### config.mk
export PLATFORM = sky130hd
export DESIGN_NAME = asmi_seq
export DESIGN_NICKNAME = d
export VERILOG_FILES = /design/src/rtl/asmi_seq.sv
export SDC_FILE = /design/constraint.sdc
export NUM_CORES = 1
export LEC_CHECK = 0
export ABC_CLOCK_PERIOD_IN_PS = 2100
export BUFFER_PORTS_ARGS = -buffer_cell sky130_fd_sc_hd__clkbuf_2
export CORE_MARGIN = 2
export CORE_UTILIZATION = 48
export CTS_BUF_LIST = sky130_fd_sc_hd__clkbuf_8 sky130_fd_sc_hd__clkbuf_16
export DETAILED_ROUTE_END_ITERATION = 16
export GPL_ROUTABILITY_DRIVEN = 0
export HOLD_SLACK_MARGIN = 0.05
export PLACE_DENSITY = 0.83
export SLEW_MARGIN = 20
export SYNTH_ARGS = -nofsm -noshare
export SYNTH_HDL_FRONTEND = slang
export SYNTH_SLANG_ARGS = --single-unit
### constraint.sdc
create_clock -name CLK -period 2.1 [get_ports CLK]
set_input_delay 0.105 -clock CLK [delete_from_list [all_inputs] [get_ports CLK]]
set_output_delay 0.105 -clock CLK [all_outputs]
set_load 0.05 [all_outputs]
### src/rtl/asmi_seq.sv
// asmi_seq -- byte-serial sequencer for an ASMI-style serial flash controller.
//
// Converts a block command (read / page program / sector erase) into a series
// of per-byte register transactions. Each byte is one data-register write
// {addr, byte}, then one command-register write {code}. The sequencer then
// waits for the controller to take the command (pending field clears), lets
// the status settle, and polls flash busy.
//
// Ports
//   CLK, RESETb                 clock, synchronous active-low reset
//   CMD_START/OP/ADDR/LEN       block request (OP 0=read 1=program 2=erase)
//   CMD_BUSY/DONE/ERR           status; ERR is valid with DONE and holds
//                               until the next accepted start
//   WR_REQ, WR_DATA             pop strobe / byte from a FWFT program source
//   RD_DATA, RD_VALID           read bytes, one strobe per byte
//   BUS_ADDR/DOUT/CEb/WEb/DIN   controller register port
//                               (DIN: [31] busy, [26:24] pending, [7:0] data)
//
// Optional feature: define ASMI_SEQ_VERIFY_EN to read back every programmed
// byte and flag a mismatch in CMD_ERR. The default build has no readback.
module asmi_seq #(
   parameter int SETTLE = 16,
   parameter int TMO_W  = 24
) (
   input  logic        CLK,
   input  logic        RESETb,
   input  logic        CMD_START,
   input  logic [1:0]  CMD_OP,
   input  logic [23:0] CMD_ADDR,
   input  logic [8:0]  CMD_LEN,
   output logic        CMD_BUSY,
   output logic        CMD_DONE,
   output logic        CMD_ERR,
   output logic        WR_REQ,
   input  logic [7:0]  WR_DATA,
   output logic [7:0]  RD_DATA,
   output logic        RD_VALID,
   output logic        BUS_ADDR,
   output logic [31:0] BUS_DOUT,
   output logic        BUS_CEb,
   output logic        BUS_WEb,
   input  logic [31:0] BUS_DIN
);

   localparam int SCW = (SETTLE > 1) ? $clog2(SETTLE) : 1;
   localparam logic [SCW-1:0]   SET_LAST = SCW'(SETTLE - 1);
   // Expiring on 2^TMO_W-2 gives exactly 2^TMO_W-1 waiting cycles,
   // counting the ACK entry cycle as cycle 0.
   localparam logic [TMO_W-1:0] TMO_LAST = {{(TMO_W-1){1'b1}}, 1'b0};

   localparam logic [1:0] OP_RD = 2'd0;
   localparam logic [1:0] OP_PG = 2'd1;
   localparam logic [1:0] OP_ER = 2'd2;

   typedef enum logic [3:0] {
      S_IDLE, S_LOAD, S_ISSUE, S_ACK, S_SETTLE, S_POLL, S_NEXT, S_DONE
`ifdef ASMI_SEQ_VERIFY_EN
      , S_VRFY_LOAD, S_VRFY_ISSUE
`endif
   } state_t;

   state_t           state, nxt;
   logic [1:0]       op;
   logic [23:0]      addr;
   logic [8:0]       rem;
   logic             err;
   logic [SCW-1:0]   set_cnt;
   logic [TMO_W-1:0] tmo_cnt;
   logic [7:0]       rd_data;
   logic             rd_valid;
`ifdef ASMI_SEQ_VERIFY_EN
   logic [7:0]       wbyte;
   logic             vphase;   // current ACK/SETTLE/POLL pass is the readback
`endif

   logic       flash_busy, tmo_exp, reject, waiting;
   logic [2:0] code;
   logic       unused_din;

   assign flash_busy = BUS_DIN[31];
   assign tmo_exp    = (tmo_cnt == TMO_LAST);
   assign waiting    = (state == S_ACK) || (state == S_SETTLE) || (state == S_POLL);
   assign code       = (op == OP_RD) ? 3'd2 : (op == OP_PG) ? 3'd3 : 3'd4;
   assign unused_din = ^{BUS_DIN[30:27], BUS_DIN[23:8]};

   // Erase ignores CMD_LEN; program must stay inside one 256-byte page.
   assign reject = (CMD_OP == 2'd3)
                || ((CMD_OP != OP_ER) && ((CMD_LEN == 9'd0) || (CMD_LEN > 9'd256)))
                || ((CMD_OP == OP_PG) && (({2'b00, CMD_ADDR[7:0]} + {1'b0, CMD_LEN}) > 10'd256));

   assign CMD_BUSY = (state != S_IDLE);
   assign CMD_ERR  = err;
   assign RD_DATA  = rd_data;
   assign RD_VALID = rd_valid;

   always_comb begin
      nxt      = state;
      BUS_ADDR = 1'b0;
      BUS_DOUT = 32'h0;
      BUS_CEb  = 1'b1;
      BUS_WEb  = 1'b1;
      WR_REQ   = 1'b0;
      CMD_DONE = 1'b0;
      case (state)
         S_IDLE:   if (CMD_START) nxt = reject ? S_DONE : S_LOAD;
         S_LOAD: begin
            BUS_CEb  = 1'b0;
            BUS_WEb  = 1'b0;
            BUS_DOUT = {addr, (op == OP_PG) ? WR_DATA : 8'h00};
            WR_REQ   = (op == OP_PG);
            nxt      = S_ISSUE;
         end
         S_ISSUE: begin
            BUS_ADDR = 1'b1;
            BUS_CEb  = 1'b0;
            BUS_WEb  = 1'b0;
            BUS_DOUT = {29'b0, code};
            nxt      = S_ACK;
         end
         S_ACK: begin
            if (BUS_DIN[26:24] == 3'd0) nxt = S_SETTLE;
            else if (tmo_exp)           nxt = S_DONE;
         end
         S_SETTLE: begin
            if (set_cnt == SET_LAST) nxt = S_POLL;
            else if (tmo_exp)        nxt = S_DONE;
         end
         S_POLL: begin
            if (!flash_busy) begin
`ifdef ASMI_SEQ_VERIFY_EN
               nxt = ((op == OP_PG) && !vphase) ? S_VRFY_LOAD : S_NEXT;
`else
               nxt = S_NEXT;
`endif
            end else if (tmo_exp) begin
               nxt = S_DONE;
            end
         end
         S_NEXT:   nxt = (rem == 9'd1) ? S_DONE : S_LOAD;
         S_DONE: begin
            CMD_DONE = 1'b1;
            nxt      = S_IDLE;
         end
`ifdef ASMI_SEQ_VERIFY_EN
         S_VRFY_LOAD: begin
            BUS_CEb  = 1'b0;
            BUS_WEb  = 1'b0;
            BUS_DOUT = {addr, 8'h00};
            nxt      = S_VRFY_ISSUE;
         end
         S_VRFY_ISSUE: begin
            BUS_ADDR = 1'b1;
            BUS_CEb  = 1'b0;
            BUS_WEb  = 1'b0;
            BUS_DOUT = {29'b0, 3'd2};
            nxt      = S_ACK;
         end
`endif
         default:  nxt = S_IDLE;
      endcase
   end

   always_ff @(posedge CLK) begin
      if (!RESETb) begin
         state    <= S_IDLE;
         op       <= 2'd0;
         addr     <= 24'h0;
         rem      <= 9'd0;
         err      <= 1'b0;
         set_cnt  <= '0;
         tmo_cnt  <= '0;
         rd_data  <= 8'h0;
         rd_valid <= 1'b0;
`ifdef ASMI_SEQ_VERIFY_EN
         wbyte    <= 8'h0;
         vphase   <= 1'b0;
`endif
      end else begin
         state    <= nxt;
         rd_valid <= 1'b0;
         // Timeout abandons the rest of the block.
         if (waiting && (nxt == S_DONE)) err <= 1'b1;
         case (state)
            S_IDLE: begin
               if (CMD_START) begin
                  op   <= CMD_OP;
                  addr <= CMD_ADDR;
                  rem  <= (CMD_OP == OP_ER) ? 9'd1 : CMD_LEN;
                  err  <= reject;
`ifdef ASMI_SEQ_VERIFY_EN
                  vphase <= 1'b0;
`endif
               end
            end
`ifdef ASMI_SEQ_VERIFY_EN
            S_LOAD:       wbyte <= WR_DATA;
            S_VRFY_ISSUE: begin
               tmo_cnt <= '0;
               vphase  <= 1'b1;
            end
`endif
            S_ISSUE:  tmo_cnt <= '0;
            S_ACK: begin
               tmo_cnt <= tmo_cnt + 1'b1;
               set_cnt <= '0;
            end
            S_SETTLE: begin
               tmo_cnt <= tmo_cnt + 1'b1;
               set_cnt <= set_cnt + 1'b1;
            end
            S_POLL: begin
               tmo_cnt <= tmo_cnt + 1'b1;
               if (!flash_busy) begin
                  if (op == OP_RD) begin
                     rd_data  <= BUS_DIN[7:0];
                     rd_valid <= 1'b1;
                  end
`ifdef ASMI_SEQ_VERIFY_EN
                  if (vphase && (BUS_DIN[7:0] != wbyte)) err <= 1'b1;
`endif
               end
            end
            S_NEXT: begin
               addr <= addr + 24'd1;
               rem  <= rem - 9'd1;
`ifdef ASMI_SEQ_VERIFY_EN
               vphase <= 1'b0;
`endif
            end
            default: ;
         endcase
      end
   end

endmodule

## Word level (Yosys, flattened, before mapping)

Cells that the tools add are included.

- $add $sub $neg: 5
- Magnitude comparators: 2
- Eq/ne operators: 17
- Mux-type cells: 27
- Bitwise gates (word level): 3
- Reductions and logical operators: 22

Operator list:

| kind | count |
|---|---|
| 24-bit case mux with 2 select lines | 2 |
| 32-bit case mux with 2 select lines | 1 |
| 24-bit by 1-bit adder with 24-bit output (second input constant) | 2 |
| 4-bit case mux with 7 select lines | 1 |
| 24-bit equality test (second input constant) | 1 |
| 24-bit two-way mux | 1 |
| 4-bit by 3-bit equality test with 1-bit output (second input constant) | 5 |
| 4-bit two-way mux | 5 |
| 9-bit two-way mux | 2 |
| 9-bit case mux with 2 select lines | 1 |
| 3-bit two-way mux | 4 |
| 8-bit by 9-bit adder with 10-bit output | 1 |
| 10-bit by 9-bit greater-than comparator with 1-bit output (second input constant) | 1 |
| 9-bit by 1-bit equality test with 1-bit output (second input constant) | 1 |
| 9-bit greater-than comparator (second input constant) | 1 |
| 9-bit zero test | 1 |
| 9-bit by 1-bit subtractor with 9-bit output (second input constant) | 1 |
| 4-bit by 2-bit equality test with 1-bit output (second input constant) | 2 |
| 1-bit two-way mux | 8 |
| 8-bit two-way mux | 1 |
| 4-bit case mux with 2 select lines | 1 |
| 2-bit nonzero test | 3 |
| 3-bit OR reduction | 2 |
| 1-bit logical OR | 5 |
| other kinds (15) | 23 |

- Register bits after elaboration: 77
- Input port bits: 78
- Output and inout port bits: 48
- Logic and storage cells: 85

## Longest topological paths before layout

- Depth after elaboration: 13
- Mapped depth: 11
- Mapped depth without buffers: 11

## Worst setup path after synthesis

Ideal clock, no wire load.

- Path kind: register to output
- From: register state[3]
- To: output BUS_DOUT[0]
- Data arrival time: 2.697 ns
- Required time: 1.995 ns
- Setup slack: -0.702 ns
- Stages on the path, launching flop included: 7
- Path buffers: 2
- Cell sequence: dfxtp_1 buf_1 or3_1 clkbuf_1 inv_1 a21oi_1 nor3b_1

- Cells in the longest elaborated chain, start to end: 2
- Elaborated cells between the ends (all ways): 3

Ends and longest elaborated chain:

| item | RTL line | source |
|---|---|---|
| from (decl) | 62 | `state_t state, nxt;` |
| from (signal assigned) | 179 | `state <= nxt;` |
| 4-bit by 2-bit equality test with 1-bit output or 4-bit by 1-bit equality test with 1-bit output (tied branches) | 104 | `case (state)` |
| 32-bit case mux with 2 select lines (*) | 104 |  |
| to (decl) | 39 | `output logic [31:0] BUS_DOUT,` |

Mark *: on every way between the ends. The rest lies on a longest branch, timed or not.

## Worst setup path after layout

- From: register tmo_cnt[7]
- To: register err, in the netlist CMD_ERR

- Cells in the longest elaborated chain, start to end: 9
- Elaborated cells between the ends (all ways): 11

Ends and longest elaborated chain:

| item | RTL line | source |
|---|---|---|
| from (decl) | 68 | `logic [TMO_W-1:0] tmo_cnt;` |
| from (signal assigned) | 204 | `tmo_cnt <= tmo_cnt + 1'b1;` |
| from (signal assigned) | 208 | `tmo_cnt <= tmo_cnt + 1'b1;` |
| from (signal assigned) | 212 | `tmo_cnt <= tmo_cnt + 1'b1;` |
| 24-bit equality test (*) | 81 | `assign tmo_exp = (tmo_cnt == TMO_LAST);` |
| 4-bit two-way mux (*) | 122, 126, 135 |  |
| 4-bit two-way mux (on tied branches) | 129, 121, 125 |  |
| 4-bit case mux with 7 select lines (*) | 104 |  |
| 4-bit by 3-bit equality test with 1-bit output (*) | 182 | `if (waiting && (nxt == S_DONE)) err <= 1'b1;` |
| 1-bit logical AND (*) | 182 |  |
| 1-bit two-way mux (*) | 182 |  |
| 1-bit two-way mux | 185 | `if (CMD_START) begin` |
| 1-bit two-way mux (*) | 183 | `case (state)` |
| to (signal assigned) | 189 | `err <= reject;` |
| to (decl) | 66 | `logic err;` |

Marks and branches as above.
A chain may end at the register's enable or synchronous reset.

==> results.sh <==
export IMPL_multi_input_area_mm2=0.00321
export IMPL_wl_per_cell_um=16.8
export IMPL_grt_overflow=0
export IMPL_insertion_delay_ps=370
export IMPL_syn_avg_cell_area_um2=7.51
export IMPL_num_fill_cells=746
export IMPL_place_inst=903
export IMPL_synth_edf_count=0
export IMPL_die_h_um=103
export IMPL_rsz0062_at_grt="yes"
export IMPL_tns_ps=-133
export IMPL_reg2reg_from="tmo_cnt[7]"
export IMPL_maxSlewHeadroom_pct=54.9
export IMPL_layout_cells_non_filler=947
export IMPL_routed_wl_mm=15.9
export IMPL_switching_share_pct=29.0
export IMPL_crit_arrival_ps=2490
export IMPL_async_reset_ff_share_pct=0
export IMPL_synth_seq_area_share_pct=33.0
export IMPL_start_kind="flop"
export IMPL_numCtsBuffers=9
export IMPL_seqCellArea_mm2=0.00156
export IMPL_crit_family="simple AND/OR/NAND/NOR gates"
export IMPL_ios=126
export IMPL_grt_max_degree=37
export IMPL_p_int_mw=2.43
export IMPL_dr_pass1_iters=6
export IMPL_port_buffers=105
export IMPL_hold_violations=0
export IMPL_critPathKind="flop to flop"
export IMPL_via_per_inst=5.98
export IMPL_area_growth_pct=41.8
export IMPL_syn_inst=622
export IMPL_period_share_pct=104
export IMPL_cts_buffer_depth=2
export IMPL_yosysUniqueCellTypes=60
export IMPL_fin_ws_ps=-91.7
export IMPL_dp_hpwl_mm=10.6
export IMPL_drt_iter0_markers=533
export IMPL_cts_sinks=77
export IMPL_syn_num_nets=715
export IMPL_vdd_ir_drop_max_mv=0.346
export IMPL_skew_ps=15.1
export IMPL_ys_flop_type="dfxtp_1"
export IMPL_p_leak_nw=2.89
export IMPL_period_minus_slack_ps=2190
export IMPL_antenna_found_initial=0
export IMPL_insertedDiodeCount=0
export IMPL_mostFrequentLayoutCells="clkbuf_2 (96), buf_4 (84), a21oi_1 (83), dfxtp_1 (69), nor2_1 (67)"
export IMPL_drc_errors=0
export IMPL_switchingPower_mw=0.991
export IMPL_tightestPinTransition_ps=676
export IMPL_violations="negative setup slack"
export IMPL_nets=902
export IMPL_hp_class="input port to flop"
export IMPL_clkPwrFrac_pct=35.8
export IMPL_die_width_um=103
export IMPL_hold_path_endpoint="addr[8]"
export IMPL_setup_viol=2
export IMPL_tritoncts="done"
export IMPL_clock_fmax_mhz=456
export IMPL_drv_slew=0
export IMPL_crit_path_max_incr_delay_ps=510
export IMPL_min_from="CMD_ADDR[8]"
export IMPL_die_area_mm2=0.0105
export IMPL_grt_pass1_vias=5283
export IMPL_power_density_mw_per_mm2=516
export IMPL_htree_levels=3
export IMPL_row_count=36
export IMPL_cp_cell_sequence="nand3_2 > or4_4 > nor3_4 > nor3_2 > or3_4 > a221oi_2 > a21boi_2"
export IMPL_hold_depth=3
export IMPL_synth_seq_cells=77
export IMPL_cp_buffers_inverters=0
export IMPL_grtUsageTotal_pct=28.2
export IMPL_rr_endpoint="CMD_ERR"
export IMPL_core_mm2=0.00959
export IMPL_path_max_fanout=2
export IMPL_crit_slowest_cell="or4_4"
export IMPL_outcome="finished, violations left"
export IMPL_vias=5661
export IMPL_max_cap_violations=0
export IMPL_ys_warn_count=0
export IMPL_layout_commonest_cell="clkbuf_2"
export IMPL_start_util_pct=48.7
export IMPL_clockRootBuffer="clkbuf_8"
export IMPL_r2r_cells=7
export IMPL_path_clk_slew_ps=90
export IMPL_rrSetupSlack_ps=-90
export IMPL_ant_nets=0
export IMPL_comb_power_share_pct=18.9
export IMPL_syn_area_mm2=0.00467
export IMPL_grt_pass1_wl_mm=23.8
export IMPL_p_seq_share_pct=45.3
export IMPL_cp_required_ps=2400
export IMPL_drive_gt1_share_pct=34.5
export IMPL_critPathCaptureType="flop"
-- cell families (layout without fill, tap and decap cells) --
kind of cell | after synthesis | after routing | synth area share, %
and+or+nand+nor | 287 | 287 | 32.0
AOI/OAI and AO/OA | 169 | 169 | 21.8
DFF | 77 | 77 | 33.0
buffers and inverters | 52 | 244 | 4.42
muxes | 16 | 16 | 3.54
adders and majority gates | 15 | 15 | 4.18
xor gates and xnor gates | 5 | 5 | 0.937
other | 1 | 1 | 0.0803
-- state kept, by name, summed over array words and instances (netlist names) --
signal	flops
RD_DATA	8
op	2
rem	9
CMD_ERR	1
RD_VALID	1
tmo_cnt	24
addr	24
state	4
set_cnt	4
-- tightest hold or removal path, cell delays in order --
cell	delay, ps
clkbuf_2	90
a21oi_1	60
a21oi_1	130
-- final cells by class --
type	instances	share of cell area, %
Inverter	18	1.10
Clock buffer	12	2.49
Clock inverter	4	0.699
Timing Repair Buffer	210	21.3
Multi-Input combinational cell	493	48.4
Tap cell	133	2.51
Sequential cell	77	23.5
-- timing repair --
item                       4_1_cts  5_1_grt
setup endpoints to repair       10       28
hold endpoints to repair        22        0
buffers inserted                 5        1
gates resized for setup         29       50
hold buffers                    22        0
pin swaps                        8        3
-- worst max-delay path by stage --
stage / to / from / cells past startpoint / slack [ps]
floorplan: BUS_DOUT[0] / state[3] / 6 / -140
global placement: CMD_ERR / CMD_ADDR[0] / 13 / -290
detailed placement: CMD_ERR / CMD_ADDR[0] / 13 / -380
CTS: CMD_ERR / tmo_cnt[0] / 9 / -30
global route: CMD_ERR / tmo_cnt[7] / 7 / -150
finish: CMD_ERR / tmo_cnt[7] / 7 / -90
-- layer usage --
metal	vias up	part of all wire [%]	track usage, %
met5	-	0	0
met4	0	3.3	13.2
met3	55	6.9	4.54
met2	269	51	49.8
met1	2686	39	33.5
li1	2651	-	-
-- Yosys cell counts (all sizes together), types with 2 or more instances --
library cell,instances,area (um2)
dfxtp,77,1540
and2,11,68.8
nor2b,2,12.5
a21boi,2,15.0
a22oi,7,52.6
nor3b,5,37.5
a31oi,4,25.0
and4,3,28.8
clkbuf,26,97.6
nand3,31,160
or2,4,25.0
a21o,2,15.0
mux2,4,45.0
nand2b,6,37.5
a21oi,87,435
o21ai,29,145
xor2,4,35.0
buf,8,41.3
nor2,73,274
o311ai,4,35.0
mux2i,12,120
a32oi,2,17.5
nor4,11,81.3
nand3b,8,60.1
o211ai,8,60.1
or4,5,37.5
nand4,12,90.1
o22ai,2,12.5
a221oi,6,52.6
or3,6,37.5
nand2,53,199
and3,34,213
inv,18,67.6
ha,14,175
nor3,19,100
o21a,3,22.5
a211oi,5,37.5
-- through the flow --
stage / util [%] / instance area (um2) / worst slack (ps) / power (mW) / hold WS (ps)
after global placement: 61.0 / 5850 / -293 / 2.10 / 336
final: 69.0 / 6620 / -91.7 / 3.42 / 41.1
after detailed placement: 61.0 / 5850 / -377 / 2.12 / 345
after global routing: 69.0 / 6620 / -150 / 3.52 / 47.8
after floorplan: - / 4710 / -139 / 1.88 / 227
after CTS: 66.8 / 6410 / -32.7 / 3.35 / 51.1
-- power by group through the flow --
stage                     sequential [mW]  clock [mW]  combinational, mW
final                                1.55        1.22              0.647
after CTS                            1.55        1.22              0.584
after detailed placement             1.58           0              0.541
after global routing                 1.56        1.27              0.692
after floorplan                      1.57           0              0.312
after global placement               1.58           0              0.520
No activity file was read; power rests on OpenSTA's default activity.
